File: config.mk
export PLATFORM = sky130hd
export DESIGN_NAME = game_display_driver
export DESIGN_NICKNAME = d
export VERILOG_FILES = /design/src/rtl/display_pkg.sv /design/src/rtl/bin2bcd_seq.sv /design/src/rtl/game_display_driver.sv
export SDC_FILE = /design/constraint.sdc
export NUM_CORES = 1
export LEC_CHECK = 0
export CORE_MARGIN = 2
export CORE_UTILIZATION = 58
export CTS_CLUSTER_SIZE = 28
export DETAILED_ROUTE_END_ITERATION = 6
export PLACE_DENSITY = 0.79
export SYNTH_ARGS = -nofsm -noshare
export SYNTH_HDL_FRONTEND = slang
export SYNTH_SLANG_ARGS = --single-unit
File: constraint.sdc
create_clock -name Clk -period 6.9 [get_ports Clk]
set_clock_uncertainty 0.1 [all_clocks]
set_input_delay 2.07 -clock Clk [delete_from_list [all_inputs] [get_ports Clk]]
set_output_delay 2.07 -clock Clk [all_outputs]
set_load 0.03 [all_outputs]
File: src/rtl/display_pkg.sv
// Shared definitions for the game display path.
// Holds the active-low 7-segment glyphs, the game-state encodings used by
// the controller, the digit-slot layout of the 10-digit display, and
// the score/BCD widths.
package display_pkg;

  // Controller state encodings. Codes 6..15 are unused by the controller.
  typedef enum logic [3:0] {
    ST_LOGGEDOUT = 4'd0,
    ST_WAIT      = 4'd1,
    ST_START     = 4'd2,
    ST_PLAY      = 4'd3,
    ST_JUMP      = 4'd4,
    ST_END       = 4'd5
  } game_state_e;

  // Segment bit positions inside SegN (a = bit 0 ... g = bit 6).
  localparam int SEG_A = 0;
  localparam int SEG_D = 3;
  localparam int SEG_E = 4;
  localparam int SEG_F = 5;

  // Active-low glyphs: a 0 bit lights the segment.
  localparam logic [6:0] SEG_BLANK = 7'h7F;
  localparam logic [6:0] SEG_DASH  = 7'h3F;

  // Digit slots: 0..5 playfield columns, 6..9 score thousands..ones.
  localparam int          NUM_DIGITS    = 10;
  localparam logic [3:0]  PLAYER_COL    = 4'd4;
  localparam logic [3:0]  SCORE_BASE    = 4'd6;
  localparam logic [3:0]  DIG_THOUSANDS = 4'd6;
  localparam logic [3:0]  DIG_HUNDREDS  = 4'd7;
  localparam logic [3:0]  DIG_TENS      = 4'd8;
  localparam logic [3:0]  DIG_ONES      = 4'd9;

  localparam int               SCORE_W   = 14;
  localparam int               BCD_W     = 16;
  localparam logic [SCORE_W-1:0] SCORE_MAX = 14'd9999;

  // Decimal digit to active-low glyph; anything above 9 shows blank.
  function automatic logic [6:0] digit_glyph(input logic [3:0] d);
    case (d)
      4'd0:    digit_glyph = 7'h40;
      4'd1:    digit_glyph = 7'h79;
      4'd2:    digit_glyph = 7'h24;
      4'd3:    digit_glyph = 7'h30;
      4'd4:    digit_glyph = 7'h19;
      4'd5:    digit_glyph = 7'h12;
      4'd6:    digit_glyph = 7'h02;
      4'd7:    digit_glyph = 7'h78;
      4'd8:    digit_glyph = 7'h00;
      4'd9:    digit_glyph = 7'h10;
      default: digit_glyph = SEG_BLANK;
    endcase
  endfunction

endpackage

File: src/rtl/bin2bcd_seq.sv
// Sequential double-dabble binary-to-BCD converter.
// A start pulse while idle loads the operand; 14 shift iterations follow,
// then one cycle with done high while bcd holds the result.
// Ports:
//   clk, rst_n  clock, asynchronous active-low reset
//   start       launch request (ignored while busy)
//   bin         14-bit binary operand, sampled on launch
//   busy        high from launch until the done cycle ends
//   done        one-cycle strobe; bcd is valid during it
//   bcd         16-bit packed BCD result (4 digits)
module bin2bcd_seq
  import display_pkg::*;
(
  input  logic               clk,
  input  logic               rst_n,
  input  logic               start,
  input  logic [SCORE_W-1:0] bin,
  output logic               busy,
  output logic               done,
  output logic [BCD_W-1:0]   bcd
);

  typedef enum logic [1:0] {CV_IDLE, CV_SHIFT, CV_WRITE} cv_state_e;

  localparam logic [3:0] ITER_LAST = 4'(SCORE_W - 1);

  cv_state_e          state_q, state_d;
  logic [SCORE_W-1:0] bin_q, bin_d;
  logic [BCD_W-1:0]   work_q, work_d;
  logic [BCD_W-1:0]   adj;
  logic [3:0]         iter_q, iter_d;

  // Add 3 to every BCD digit that is 5 or more before the shift.
  always_comb begin
    adj = work_q;
    for (int k = 0; k < BCD_W / 4; k++) begin
      if (work_q[4*k +: 4] >= 4'd5) adj[4*k +: 4] = work_q[4*k +: 4] + 4'd3;
    end
  end

  // NOTE: every variable gets a default before the case so no path leaves
  // one unassigned; an unassigned path would infer a latch.
  always_comb begin
    state_d = state_q;
    bin_d   = bin_q;
    work_d  = work_q;
    iter_d  = iter_q;
    case (state_q)
      CV_IDLE: begin
        if (start) begin
          bin_d   = bin;
          work_d  = '0;
          iter_d  = '0;
          state_d = CV_SHIFT;
        end
      end
      CV_SHIFT: begin
        {work_d, bin_d} = {adj, bin_q} << 1;
        iter_d          = iter_q + 4'd1;
        if (iter_q == ITER_LAST) state_d = CV_WRITE;
      end
      CV_WRITE: state_d = CV_IDLE;
      default:  state_d = CV_IDLE;
    endcase
  end

  // NOTE: sequential state uses non-blocking assignments so every register
  // samples the pre-edge values, independent of statement order.
  always_ff @(posedge clk or negedge rst_n) begin
    if (!rst_n) begin
      state_q <= CV_IDLE;
      bin_q   <= '0;
      work_q  <= '0;
      iter_q  <= '0;
    end else begin
      state_q <= state_d;
      bin_q   <= bin_d;
      work_q  <= work_d;
      iter_q  <= iter_d;
    end
  end

  assign busy = (state_q != CV_IDLE);
  assign done = (state_q == CV_WRITE);
  assign bcd  = work_q;

endmodule

File: src/rtl/game_display_driver.sv
// Drives a 10-digit multiplexed common-anode 7-segment display from the
// game controller outputs: 6 playfield columns then 4 score digits.
// Ports:
//   Clk, Rst     clock, asynchronous active-low reset
//   GameState    controller state (see game_state_e)
//   FloorBits    floor present per column
//   CeilingBits  ceiling present per column
//   PlayerPos    0 = player on floor, 1 = on ceiling (live, not frame-latched)
//   GameScore    binary score, saturated to 9999 for display
//   SegN         active-low segments, a = bit 0
//   AnodeN       active-low one-hot digit enable
//   FrameStart   one-cycle pulse when the scan index returns to 0
module game_display_driver
  import display_pkg::*;
#(
  parameter int SCAN_DIV     = 1000,
  parameter int BLINK_FRAMES = 25
) (
  input  logic         Clk,
  input  logic         Rst,
  input  logic [3:0]   GameState,
  input  logic [5:0]   FloorBits,
  input  logic [5:0]   CeilingBits,
  input  logic         PlayerPos,
  input  logic [13:0]  GameScore,
  output logic [6:0]   SegN,
  output logic [9:0]   AnodeN,
  output logic         FrameStart
);

  localparam int                SLOT_W     = $clog2(SCAN_DIV);
  localparam logic [SLOT_W-1:0] SLOT_LAST  = SLOT_W'(SCAN_DIV - 1);
  localparam int                BLINK_W    = $clog2(BLINK_FRAMES + 1);
  localparam logic [BLINK_W-1:0] BLINK_LAST = BLINK_W'(BLINK_FRAMES - 1);
  localparam logic [3:0]        LAST_DIGIT = 4'(NUM_DIGITS - 1);

  // Scan position
  logic [SLOT_W-1:0] slot_q, slot_d;
  logic [3:0]        digit_q, digit_d;
  logic              slot_wrap, frame_wrap;

  // Frame-latched copies of the controller outputs
  logic [5:0] floor_q, floor_d;
  logic [5:0] ceil_q, ceil_d;
  logic [3:0] gstate_q, gstate_d;

  // END-state blink
  logic [BLINK_W-1:0] blink_cnt_q, blink_cnt_d;
  logic               blink_phase_q, blink_phase_d;

  // Score conversion
  logic [SCORE_W-1:0] score_sat, last_score_q;
  logic [BCD_W-1:0]   bcd_value, conv_bcd;
  logic               conv_start, conv_busy, conv_done;
  logic               th_zero, hu_zero, te_zero;

  logic [6:0] seg_d;
  logic [2:0] col;

  assign score_sat  = (GameScore > SCORE_MAX) ? SCORE_MAX : GameScore;
  assign conv_start = !conv_busy && (score_sat != last_score_q);

  bin2bcd_seq u_bin2bcd (
    .clk   (Clk),
    .rst_n (Rst),
    .start (conv_start),
    .bin   (score_sat),
    .busy  (conv_busy),
    .done  (conv_done),
    .bcd   (conv_bcd)
  );

  // Next scan position plus the values the frame latch will hold after this
  // edge; the render uses these so digit 0 of a new frame already sees them.
  always_comb begin
    slot_wrap  = (slot_q == SLOT_LAST);
    frame_wrap = slot_wrap && (digit_q == LAST_DIGIT);
    slot_d     = slot_wrap ? '0 : slot_q + 1'b1;
    digit_d    = digit_q;
    if (slot_wrap) digit_d = frame_wrap ? 4'd0 : digit_q + 4'd1;

    floor_d       = floor_q;
    ceil_d        = ceil_q;
    gstate_d      = gstate_q;
    blink_cnt_d   = blink_cnt_q;
    blink_phase_d = blink_phase_q;
    if (frame_wrap) begin
      floor_d  = FloorBits;
      ceil_d   = CeilingBits;
      gstate_d = GameState;
      // The first END frame starts the count; leaving END clears the phase.
      if (GameState == ST_END && gstate_q == ST_END) begin
        if (blink_cnt_q == BLINK_LAST) begin
          blink_cnt_d   = '0;
          blink_phase_d = ~blink_phase_q;
        end else begin
          blink_cnt_d = blink_cnt_q + 1'b1;
        end
      end else begin
        blink_cnt_d   = '0;
        blink_phase_d = 1'b0;
      end
    end
  end

  // Glyph for the digit slot about to start.
  always_comb begin
    th_zero = (bcd_value[15:12] == 4'd0);
    hu_zero = th_zero && (bcd_value[11:8] == 4'd0);
    te_zero = hu_zero && (bcd_value[7:4] == 4'd0);
    col     = digit_d[2:0];
    seg_d   = SEG_BLANK;
    case (gstate_d)
      ST_WAIT, ST_START, ST_PLAY, ST_JUMP, ST_END: begin
        if (gstate_d == ST_END && blink_phase_d) begin
          seg_d = SEG_BLANK;
        end else if (digit_d < SCORE_BASE) begin
          seg_d[SEG_A] = ~ceil_d[col];
          seg_d[SEG_D] = ~floor_d[col];
          if (digit_d == PLAYER_COL) begin
            if (PlayerPos) seg_d[SEG_F] = 1'b0;
            else           seg_d[SEG_E] = 1'b0;
          end
        end else begin
          case (digit_d)
            DIG_THOUSANDS: seg_d = th_zero ? SEG_BLANK : digit_glyph(bcd_value[15:12]);
            DIG_HUNDREDS:  seg_d = hu_zero ? SEG_BLANK : digit_glyph(bcd_value[11:8]);
            DIG_TENS:      seg_d = te_zero ? SEG_BLANK : digit_glyph(bcd_value[7:4]);
            default:       seg_d = digit_glyph(bcd_value[3:0]);
          endcase
        end
      end
      default: seg_d = SEG_DASH;  // LOGGEDOUT and undefined codes
    endcase
  end

  always_ff @(posedge Clk or negedge Rst) begin
    if (!Rst) begin
      slot_q        <= '0;
      digit_q       <= '0;
      floor_q       <= '0;
      ceil_q        <= '0;
      gstate_q      <= '0;
      blink_cnt_q   <= '0;
      blink_phase_q <= 1'b0;
      last_score_q  <= '0;
      bcd_value     <= '0;
      SegN          <= SEG_BLANK;
      AnodeN        <= '1;
      FrameStart    <= 1'b0;
    end else begin
      slot_q        <= slot_d;
      digit_q       <= digit_d;
      floor_q       <= floor_d;
      ceil_q        <= ceil_d;
      gstate_q      <= gstate_d;
      blink_cnt_q   <= blink_cnt_d;
      blink_phase_q <= blink_phase_d;
      FrameStart    <= frame_wrap;
      if (conv_start) last_score_q <= score_sat;
      if (conv_done)  bcd_value    <= conv_bcd;
      // Segments change only as a slot begins, while all anodes are off,
      // so a digit never shows its neighbour's pattern.
      if (slot_wrap) begin
        SegN   <= seg_d;
        AnodeN <= '1;
      end else begin
        AnodeN <= ~(10'd1 << digit_q);
      end
    end
  end

endmodule
Word level (Yosys, flattened, before mapping)
Memories as Yosys holds them, arrays and structs flattened.
Cells that the tools add are included.
W data, S select, Z words.
{"block": "classes", "n_shift": 1, "eq_ne": 20, "multipliers": 0, "n_addsub": 8, "n_reduce_logical": 16, "div_mod_pow": 0, "order_cmp": 7, "mux": 43, "n_bitwise": 4}
{"cell": "$mux W7", "count": 5}
{"cell": "$pmux W16 S2", "count": 1}
{"cell": "$eq A4 B3 Y1 const B", "count": 7}
{"cell": "$mux W14", "count": 2}
{"cell": "$mux W4", "count": 7}
{"cell": "$pmux W14 S2", "count": 1}
{"cell": "$pmux W7 S3", "count": 1}
{"cell": "$mux W10", "count": 2}
{"cell": "$ge A4 B3 Y1 const B", "count": 4}
{"cell": "$mux W16", "count": 1}
{"cell": "$gt A14 B14 Y1 const B", "count": 1}
{"cell": "$ne A14 B14 Y1", "count": 1}
{"cell": "$add A4 B2 Y4 const B", "count": 3}
{"cell": "$eq A4 B4 Y1 const B", "count": 3}
{"cell": "$logic_not A4 Y1", "count": 3}
{"cell": "$mux W6", "count": 2}
{"cell": "$add A10 B1 Y10 const B", "count": 1}
{"cell": "$eq A10 B10 Y1 const B", "count": 1}
{"cell": "$mux W5", "count": 2}
{"cell": "$not A10 Y10", "count": 1}
{"cell": "$shl A1 B4 Y10 const A", "count": 1}
{"cell": "$mux W1", "count": 9}
{"cell": "$add A4 B1 Y4 const B", "count": 2}
{"cell": "$eq A4 B2 Y1 const B", "count": 2}
{"cell": "22 further kinds", "count": 36}
{"block": "word_totals", "mem_bits_ro": 448, "latch_bits": 0, "register_bits": 120, "ram_bits": 0, "mem_count": 4, "input_bits": 33, "elab_cells": 119, "out_inout_bits": 18}
{"name": "(name not given)", "depth": 16, "width": 7, "rd": 1, "rd_clocked_by_memory_dff": 0, "wr": 0, "line_no": "display_pkg.sv:42", "rtl": "case (d)"}
{"name": "(name not given)", "depth": 16, "width": 7, "rd": 1, "rd_clocked_by_memory_dff": 0, "wr": 0, "line_no": "display_pkg.sv:42"}
{"name": "(name not given)", "depth": 16, "width": 7, "rd": 1, "rd_clocked_by_memory_dff": 0, "wr": 0, "line_no": "display_pkg.sv:42"}
{"name": "(name not given)", "depth": 16, "width": 7, "rd": 1, "rd_clocked_by_memory_dff": 0, "wr": 0, "line_no": "display_pkg.sv:42"}

Depth between registers and ports, before layout
{"block": "logic_depth", "depth_word": 10, "depth_mapped": 10}

Cells and area by module
A second synthesis with hierarchy kept.
{"block": "hier_totals", "cells_unflattened": 783, "hier_area_um2": 7358.3}
{"mod": "game_display_driver", "cells_per_inst": 582, "seq_area_each_um2": 2123.3, "n_inst": 1, "area_per_inst_um2": 5353.9}
{"mod": "bin2bcd_seq", "cells_per_inst": 201, "seq_area_each_um2": 900.9, "n_inst": 1, "area_per_inst_um2": 2004.4}

Worst setup path before layout
OpenSTA, ideal clock, no wires.
{"block": "synth_timing", "kind": "input-to-reg", "start": "in GameScore[7]", "end": "reg last_score_q[13]", "cell_stages": 8, "t_arrival_ns": 4.004, "setup_slack_ns": 2.671, "cell_sequence": "or4_1 -> a31o_2 -> a32oi_1 -> nor3_1 -> a41oi_1 -> buf_2 -> buf_2 -> mux2_2"}
{"block": "synth_between", "elab_chain_cells": 4}
{"item": "start: declaration", "line_no": "game_display_driver.sv:25", "rtl": "input logic [13:0] GameScore,"}
{"item": "$gt A14 B14 Y1", "line_no": "game_display_driver.sv:60", "rtl": "assign score_sat = (GameScore > SCORE_MAX) ? SCORE_MAX : GameScore;"}
{"item": "$mux W14 (*)", "line_no": "game_display_driver.sv:60"}
{"item": "$ne A14 B14 Y1", "line_no": "game_display_driver.sv:61", "rtl": "assign conv_start = !conv_busy && (score_sat != last_score_q);"}
{"item": "$logic_and A1 B1 Y1", "line_no": "game_display_driver.sv:61"}
{"item": "end signal: assignment", "line_no": "game_display_driver.sv:160", "rtl": "if (conv_start) last_score_q <= score_sat;"}
{"item": "end: declaration", "line_no": "game_display_driver.sv:52", "rtl": "logic [SCORE_W-1:0] score_sat, last_score_q;"}
Mark *: on every way between the ends. The rest lies on a longest branch, timed or not.
A chain may end at the register's enable or synchronous reset.

Final worst setup path
{"block": "layout_timing", "start": "in GameScore[7]", "end": "reg u_bin2bcd.bin_q[2]"}
{"block": "layout_between", "elab_chain_cells": 6, "elab_cells_between_ends": 8}
{"item": "$gt A14 B14 Y1", "line_no": "game_display_driver.sv:60"}
{"item": "$mux W14 (*)", "line_no": "game_display_driver.sv:60"}
{"item": "$ne A14 B14 Y1", "line_no": "game_display_driver.sv:61"}
{"item": "$logic_and A1 B1 Y1", "line_no": "game_display_driver.sv:61"}
{"item": "$ne A2 B2 Y1 (no source line)"}
{"item": "$reduce_and A2 Y1 (no source line)"}
{"item": "end signal: assignment", "line_no": "bin2bcd_seq.sv:77", "rtl": "bin_q <= bin_d;"}
{"item": "end: declaration", "line_no": "bin2bcd_seq.sv:28", "rtl": "logic [SCORE_W-1:0] bin_q, bin_d;"}
Mark *: on every way between the ends. The rest lies on a longest branch, timed or not. The select of a mux whose other input is x is not followed.

==> metrics.txt <==
Slew Viols, Final 0; leakage 3.58 nW; TNS Setup 0 ns; die width 115 um; Yosys top cell by area dfrtp_1; # IOs just over 50; Routability Congestion 0.928; dpl hpwl approximately 12,000 um; Layout Nets 874; Worst Setup Start Kind primary input; Avg WL per Cell 17.1 um; slew margin rel. about a third; worst r2r path cells 9; Rows 40; Root Buffer clkbuf_16; CTS buffer count 17; antenna-violating nets left 0; commonest non-fill, non-tap cell in the layout nand2_1; crit end category flop; top post-synthesis cells by area dfrtp_1 (36%), ha_1 (6.5%), dfstp_2 (6.3%); Net Sw Frac 35.1%; Int Power 2.04 mW; count of flip-flops with a built-in enable after synthesis 0; CTS tree built; minimum period implied by the final worst setup slack 5.02 ns; net count after synthesis roughly 840; Clk pwr share 31.3%; top cell type's share of synthesized area 36.3%; RSZ-0062 raised after global routing no; Skew-Pair Late Insertion Delay ~0.42 ns; Ys Warns 0; DRC viols 0; cell count after placement 932; Final Hold Fails 0; Gates resized, CTS repair 0; # hold bufs at CTS 0; flops & latches, synth 120; largest net degree at the start of global routing 83; share of cells above drive strength 1 11.5%; die extent in y around 110 um; Clk pin slew, worst setup/hold paths around 0.050 ns; switching pwr 1.10 mW; crit path max fanout 31; register area 3020 um2; starting density of the core 59.3%; vias after detailed routing just under 6k; initial DRC count between 400 and 500; Multi-input gate area ~3800 um2; PwrDens 376 nW/um2; asr flop ratio synth 100%; critical path type primary input to flop; predominant post-synthesis flop cell dfrtp_1; core area 12,000 um2; crit path from GameScore[7]; most frequent cells in the layout nand2_1 (105), dfrtp_1 (103), clkdlybuf4s50_1 (49), o21ai_0 (47), nor2_1 (46); H-tree levels 4; first-pass GRT wire length 27,800 um; area growth from synthesis to layout 17.5%; die area 13,100 um2; I/O Buffers 50; Reg-to-Reg Start digit_q[0]; Max clock buf depth 2; Max-Cap Viols 0; setup bufs post-CTS 0; Yosys cell types 77; r2r endpoint SegN[6]; status completed; Filler Cells Inserted 911; gr usage total 26.7%; clock sink count 120; antenna cells 0; fmax about 0.2 GHz; Peak supply drop 0.373 mV; grt ovf 0; Post-Route WL 16,500 um; mean post-synth cell area between 9 and 10 um2; Cells after Synth between 700 and 800; initial antenna violation count 0; Seq/Total Area, Yosys a little over two fifths; Cell Area, Synth 7100 um2; fin crit share around 73%; first drt pass iteration count 5; Vias/cell 6.09; share of power burned in combinational logic 33.9%; critical path data arrival time 5.22 ns; Min-Delay Path Class flop to flop; FF-to-FF setup slack 3.48 ns; fin cells 964; Final Setup Violations 0; CP endpoint u_bin2bcd.bin_q[2]; vias in the first global route 5,771; slew at the pin closest to its max-slew limit just over 1 ns; Reg power frac 34.8%; Critical Path RT 7.10 ns
area by class of cell:
class	count	area share (%)
clock buffers	20	5.59
clock inverters	12	2.35
inverters	43	1.93
multi-input cells	565	45.1
flip-flops and latches	120	36.3
well taps	147	2.20
repair buffers	57	6.60
power groups by stage:
| stage | clock network [mW] | registers [mW] | logic (mW) |
|---|---|---|---|
| after global placement | 0 | 1.08 | 0.981 |
| after CTS | 0.994 | 1.09 | 1.06 |
| after detailed placement | 0 | 1.09 | 1.04 |
| final | 0.982 | 1.09 | 1.06 |
| after floorplan | 0 | 1.01 | 0.843 |
| after global routing | 1.03 | 1.12 | 1.19 |
how the worst min path moves through the flow:
stage	start	end	slack, ns	depth (start not counted)
floorplan	ceil_q[3]	ceil_q[3]	0.33	2
global placement	ceil_q[0]	ceil_q[0]	0.35	2
detailed placement	ceil_q[2]	ceil_q[2]	0.36	2
CTS	ceil_q[2]	ceil_q[2]	0.37	2
global route	ceil_q[1]	ceil_q[1]	0.41	2
finish	ceil_q[2]	ceil_q[2]	0.37	2
cells by family (layout without fill, tap and decap cells):
group | count (synthesis) | count (layout) | synth area share [%]
flip-flops | 120 | 120 | 42.6
XOR/XNOR | 21 | 21 | 2.59
AO/OA/AOI/OAI | 207 | 207 | 20.4
adder cells (fa/ha/maj) | 37 | 37 | 6.52
AND/OR/NAND/NOR | 277 | 277 | 19.7
buffers and inverters | 83 | 132 | 4.78
multiplexers | 23 | 23 | 3.47
worst max-delay path: stages:
cell,delay (ns)
clkdlybuf4s50_1,0.48
or4_1,0.58
a31o_2,0.31
a22oi_1,0.18
nor4_1,0.10
a41oi_4,0.49
buf_4,0.41
nand2_1,0.25
o221a_2,0.34
sequential cells by signal, summed over array words and instances, names as in the netlist, 5 cells and up:
name,cells
bcd_value,16
u_bin2bcd.bcd,16
last_score_q,14
u_bin2bcd.bin_q,14
AnodeN,10
slot_q,10
SegN,7
ceil_q,6
floor_q,6
blink_cnt_q,5
layer usage:
layer	wire, um	vias to the layer above	GRT usage (%)
met1	7210	2898	34.2
met5	0	-	0
li1	-	2840	-
met4	180	0	7.80
met3	525	17	5.40
met2	8540	118	45.8
through the flow:
stage | setup WS [ns] | area [um2] | utilization (%) | total power [mW] | hold slack (ns)
after floorplan | 2.67 | 7100 | - | 1.85 | 0.333
after global placement | 1.59 | 7680 | 64.2 | 2.06 | 0.348
after detailed placement | 1.48 | 7680 | 64.2 | 2.13 | 0.358
after CTS | 1.93 | 8340 | 69.7 | 3.14 | 0.370
after global routing | 1.76 | 8340 | 69.7 | 3.33 | 0.410
final | 1.88 | 8340 | 69.7 | 3.14 | 0.366
synth_stat cells, types with 9 or more instances:
library cell,count
o21ai_0,47
o22ai_1,24
ha_1,37
nor2b_1,13
dfrtp_1,103
nand2_1,105
dfstp_2,17
mux2_2,13
buf_2,10
a21oi_1,37
nand3_1,21
clkbuf_1,24
mux2i_1,10
nand2b_1,22
nor3_1,9
nor2_1,46
xnor2_1,13
inv_1,43
(Power assumes the default switching activity.)
